--- config.mk ---
export PLATFORM = sky130hd
export DESIGN_NAME = eu_writeback_stage
export DESIGN_NICKNAME = d
export VERILOG_FILES = /design/src/rtl/eu_writeback_stage.sv
export SDC_FILE = /design/constraint.sdc
export NUM_CORES = 1
export LEC_CHECK = 0
export ABC_AREA = 1
export ABC_CLOCK_PERIOD_IN_PS = 4400
export CAP_MARGIN = 20
export CORE_ASPECT_RATIO = 0.6
export CORE_UTILIZATION = 45
export CTS_BUF_LIST = sky130_fd_sc_hd__clkbuf_4 sky130_fd_sc_hd__clkbuf_8 sky130_fd_sc_hd__clkbuf_16
export DETAILED_ROUTE_END_ITERATION = 8
export MAX_ROUTING_LAYER = met4
export PLACE_DENSITY = 0.88
export SLEW_MARGIN = 25
export SYNTH_ARGS = -nofsm -noshare
export SYNTH_HDL_FRONTEND = slang
export SYNTH_SLANG_ARGS = --single-unit
export TNS_END_PERCENT = 20
--- constraint.sdc ---
create_clock -name clk -period 4.4 [get_ports clk]
set_input_delay 0.66 -clock clk [delete_from_list [all_inputs] [get_ports clk]]
set_output_delay 0.66 -clock clk [all_outputs]
set_load 0.02 [all_outputs]
--- src/rtl/eu_writeback_stage.sv ---
// Writeback stage: derives Z/N/C, buffers results in a 2-entry FIFO, hands them to the register file.
// Optional same-cycle bypass into an empty FIFO when EU_WB_BYPASS_EN is defined.
module eu_writeback_stage #(
    parameter int unsigned BUS_WIDTH  = 16,
    parameter int unsigned REG_ADDR_W = 3
) (
    input  logic                  clk,
    input  logic                  rst,
    input  logic                  in_valid,
    output logic                  in_ready,
    input  logic [3:0]            in_op,
    input  logic [BUS_WIDTH-1:0]  in_b,
    input  logic [BUS_WIDTH-1:0]  in_result,
    input  logic                  in_alu_c,
    input  logic [REG_ADDR_W-1:0] in_dest,
    output logic                  wb_valid,
    input  logic                  wb_ready,
    output logic [BUS_WIDTH-1:0]  wb_data,
    output logic [REG_ADDR_W-1:0] wb_dest,
    output logic                  flag_z,
    output logic                  flag_n,
    output logic                  flag_c,
    output logic [1:0]            occupancy
);

    localparam logic [3:0] OP_NOP  = 4'b0000;
    localparam logic [3:0] OP_MOVB = 4'b1100;
    localparam logic [3:0] OP_SHR  = 4'b1101;
    localparam logic [3:0] OP_SHL  = 4'b1110;

    typedef struct packed {
        logic [BUS_WIDTH-1:0]  data;
        logic [REG_ADDR_W-1:0] dest;
        logic                  z;
        logic                  n;
        logic                  c;
    } entry_t;

    entry_t     mem [2];
    logic       rd_ptr;
    logic       wr_ptr;
    logic [1:0] occ_q;

    entry_t in_entry_c;
    entry_t head_c;
    logic   is_nop_c;
    logic   bypass_c;
    logic   push_c;
    logic   pop_c;
    logic   fifo_pop_c;
    logic   unused_in_b_c;

    // Only the end bits of in_b feed the shifter carry.
    assign unused_in_b_c = ^in_b[BUS_WIDTH-2:1];

    // Entry formation and carry selection by op.
    always_comb begin
        in_entry_c      = '0;
        in_entry_c.data = in_result;
        in_entry_c.dest = in_dest;
        in_entry_c.z    = (in_result == '0);
        in_entry_c.n    = in_result[BUS_WIDTH-1];
        case (in_op)
            OP_SHR:  in_entry_c.c = in_b[0];
            OP_SHL:  in_entry_c.c = in_b[BUS_WIDTH-1];
            OP_MOVB: in_entry_c.c = 1'b0;
            default: in_entry_c.c = in_alu_c;
        endcase
    end

    assign is_nop_c = (in_op == OP_NOP);

`ifdef EU_WB_BYPASS_EN
    assign bypass_c = (occ_q == 2'd0) && in_valid && !is_nop_c;
`else
    assign bypass_c = 1'b0;
`endif

    assign head_c    = bypass_c ? in_entry_c : mem[rd_ptr];
    assign in_ready  = (occ_q != 2'd2);
    assign wb_valid  = (occ_q != 2'd0) || bypass_c;
    assign wb_data   = wb_valid ? head_c.data : '0;
    assign wb_dest   = wb_valid ? head_c.dest : '0;
    assign occupancy = occ_q;

    // A bypassed entry that commits immediately is never stored.
    assign pop_c      = wb_valid && wb_ready;
    assign fifo_pop_c = pop_c && !bypass_c;
    assign push_c     = in_valid && in_ready && !is_nop_c && !(bypass_c && wb_ready);

    always_ff @(posedge clk) begin
        if (rst) begin
            occ_q  <= 2'd0;
            rd_ptr <= 1'b0;
            wr_ptr <= 1'b0;
            flag_z <= 1'b0;
            flag_n <= 1'b0;
            flag_c <= 1'b0;
        end else begin
            if (push_c)
                wr_ptr <= ~wr_ptr;
            if (fifo_pop_c)
                rd_ptr <= ~rd_ptr;
            if (push_c && !fifo_pop_c)
                occ_q <= occ_q + 2'd1;
            else if (fifo_pop_c && !push_c)
                occ_q <= occ_q - 2'd1;
            // Flags track the last committed result, not the last accepted one.
            if (pop_c) begin
                flag_z <= head_c.z;
                flag_n <= head_c.n;
                flag_c <= head_c.c;
            end
        end
    end

    // Storage needs no reset; validity is tracked by occupancy.
    always_ff @(posedge clk) begin
        if (push_c)
            mem[wr_ptr] <= in_entry_c;
    end

endmodule

==> results.cfg <==
[outcome]
status = finished, final reports clean

[detailed_routing]
post_drt_wl_per_cell_um = 13.7
post-route-drc-count = 0
drt_iter0_drc = 82
vias_per_cell = 4.89
route.vias.total = 1482
drt-pass1-iter-count = 4
drtAntennaViolNets = 0
wl_um = 4160

[hold_path]
hp-class = reg -> reg

[power_and_ir_drop]
power_switching_mw = 0.583
pwr-share-comb_pct = 42.5
sw_frac_of_total_pct = 36.8
intPower_mw = 1.00
leakage_nw = 1.00
power_frac_seq_pct = 41.2
vdd_drop_max_mv = 0.299
p_per_area_mw_per_mm2 = 589
p_clk_share_pct = 16.2

[synth]
ys_types = 17
yosys-top-cells-area = edfxtp_1 62%, nand2_1 11%, dfxtp_1 7.9%
syn_area_mm2 = 0.00202
avgSynthCellArea_um2 = 10.9
ys_seq_area_share_pct = 70.4
synth_top_area_share_pct = 62.5
syn-num-nets = 231
synth.yosys.warnings = 0
synth_top_area_cell = edfxtp_1
synth-seq-cells = 50
synth_cells = 186

[clocking]
clkTransAtPathRegs_ps = 90
clock-root-buffer = clkbuf_8
cts.htree.levels = 2
clock_path_buffers = 2
clock_sink_count = 50
cts_setup_buffers = 0
hold_buffers = 0
cts_buffers = 5
cts_tree = done
postCtsResizedCells = 0
clk_latency_ps = 300

[sta]
rsz0062_at_grt = no
hold_viol = 0
fmax_mhz = 328
fin_crit_sh_pct = 69.3
worst_pin_slew_ps = 960
fin_crit_ps = 3050
fin_tns_setup_ps = 0
maxSlewViolCount = 0
finalSetupViolCount = 0
max-slew-margin-rel_pct = 35.9
worst_clock_skew_ps = 5.58

[floorplanning]
ioPinCount = 70
start_util_pct = 47.9
die_y_um = 53.9
die_area_mm2 = 0.00477
die_w_um = 88.5
row_count = 18
core-area_mm2 = 0.00421

[global_route]
antenna_found_initial = 0
grt_pass1_vias = 1363
grt_max_degree = 24
grt_overflow_total = 0
grt_pass1_wl_um = 6470
track_usage_pct = 19.9

[finish]
fillers = 358
seq_area_mm2 = 0.00142
utilization_pct = 63.9
drive_gt1_share_pct = 4.94
area_growth_syn_to_layout_pct = 33.4
antenna_cells = 0
multi_input_area_um2 = 518
final_nets = 287

[placement]
port_buffers = 55
gp_congestion = 0.758
post-dp-hpwl_um = 2880

[run]
maxCapViolations = 0

[setup_path]
slowest_delay_ps = 870
cp-start-kind = register
worst-setup-path-type = reg -> out
crit_path_cell_trace = inv_2, nand2_1, a21oi_1, clkdlybuf4s50_1
crit_fanout = 23
critPathSlowestCell = dfxtp_1
crit_path_end_kind = primary output
cp.arrival_ps = 2390
worst-endpoint-required_ps = 3740
r2r_slack_ps = 2280
[registers in the layout, summed over array words and instances, names as in the netlist, named ones only]
register,flops
mem,42
flag_z,1
wr_ptr,1
rd_ptr,1
flag_n,1
occupancy,2
flag_c,1
[power groups by stage]
stage / combinational, mW / clock, mW / sequential (mW)
after floorplan: 0.389 / 0 / 0.663
after global placement: 0.664 / 0 / 0.660
after detailed placement: 0.680 / 0 / 0.665
after CTS: 0.683 / 0.265 / 0.654
after global routing: 0.738 / 0.283 / 0.665
final: 0.674 / 0.257 / 0.653
[Yosys cell counts]
| library cell | number |
|---|---|
| edfxtp_1 | 42 |
| buf_2 | 3 |
| nand4_1 | 2 |
| nor2_2 | 2 |
| buf_4 | 1 |
| a21oi_1 | 23 |
| buf_6 | 2 |
| ha_1 | 1 |
| inv_1 | 10 |
| a21oi_2 | 1 |
| inv_2 | 1 |
| nand3_1 | 1 |
| nand3b_1 | 1 |
| nand2_1 | 57 |
| dfxtp_1 | 8 |
| nor2_1 | 26 |
| o21ai_0 | 5 |
[layer usage]
metal,share of wire [%],GRT usage [%]
met4,0.51,5.65
met2,50,31.2
met1,44,26.1
met3,5.2,5.06
met5,0,-
[worst paths after layout]
kind,startpoint,end,cells past startpoint
min,flag_n$_SDFFE_PP0P_,flag_n$_SDFFE_PP0P_,2
max reg2reg,occupancy[1]$_SDFFE_PP0P_,occupancy[1]$_SDFFE_PP0P_,8
min reg2reg,flag_n$_SDFFE_PP0P_,flag_n$_SDFFE_PP0P_,2
max,register,wb_data[4],4
[cell type report]
type	count	area share, %
inverter	11	1.53
clock buffer	6	2.84
timing repair buffer	55	20.5
multi-input combinational	119	19.2
clock inverter	2	0.325
sequential	50	52.8
tap	60	2.79
[critical path, delay by kind of cell (launching register included)]
family,cells,cell delay (ps)
compound gates,1,100
buf+inv,2,960
flops,1,870
simple gates,1,160
[cells in the final DEF, fill, tap and decap left out, drive strengths merged]
| cell | count |
|---|---|
| inv | 11 |
| nand3 | 1 |
| nand3b | 1 |
| nor2 | 28 |
| clkbuf | 6 |
| nand4 | 2 |
| dfxtp | 8 |
| ha | 1 |
| edfxtp | 42 |
| clkdlybuf4s50 | 55 |
| clkinv | 2 |
| o21ai | 5 |
| nand2 | 57 |
| a21oi | 24 |
[kinds of logic after synthesis]
family          synth area share (%)
flops                           70.4
buf+inv                         4.28
compound gates                  7.38
fa+ha+maj                      0.620
simple gates                    17.3
[per-stage QoR]
step / instance area [um^2] / setup WS [ps] / power, mW / hold WS (ps) / std cells
final: 2690 / 1350 / 1.58 / 487 / 303
after global routing: 2690 / 1140 / 1.69 / 523 / 303
after CTS: 2690 / 1310 / 1.60 / 489 / 303
after detailed placement: 2610 / 1650 / 1.35 / 474 / 295
after global placement: 2600 / 1700 / 1.32 / 467 / 295
after floorplan: 2020 / 2150 / 1.05 / 467 / 186
Power figures use the tool's default switching activity.
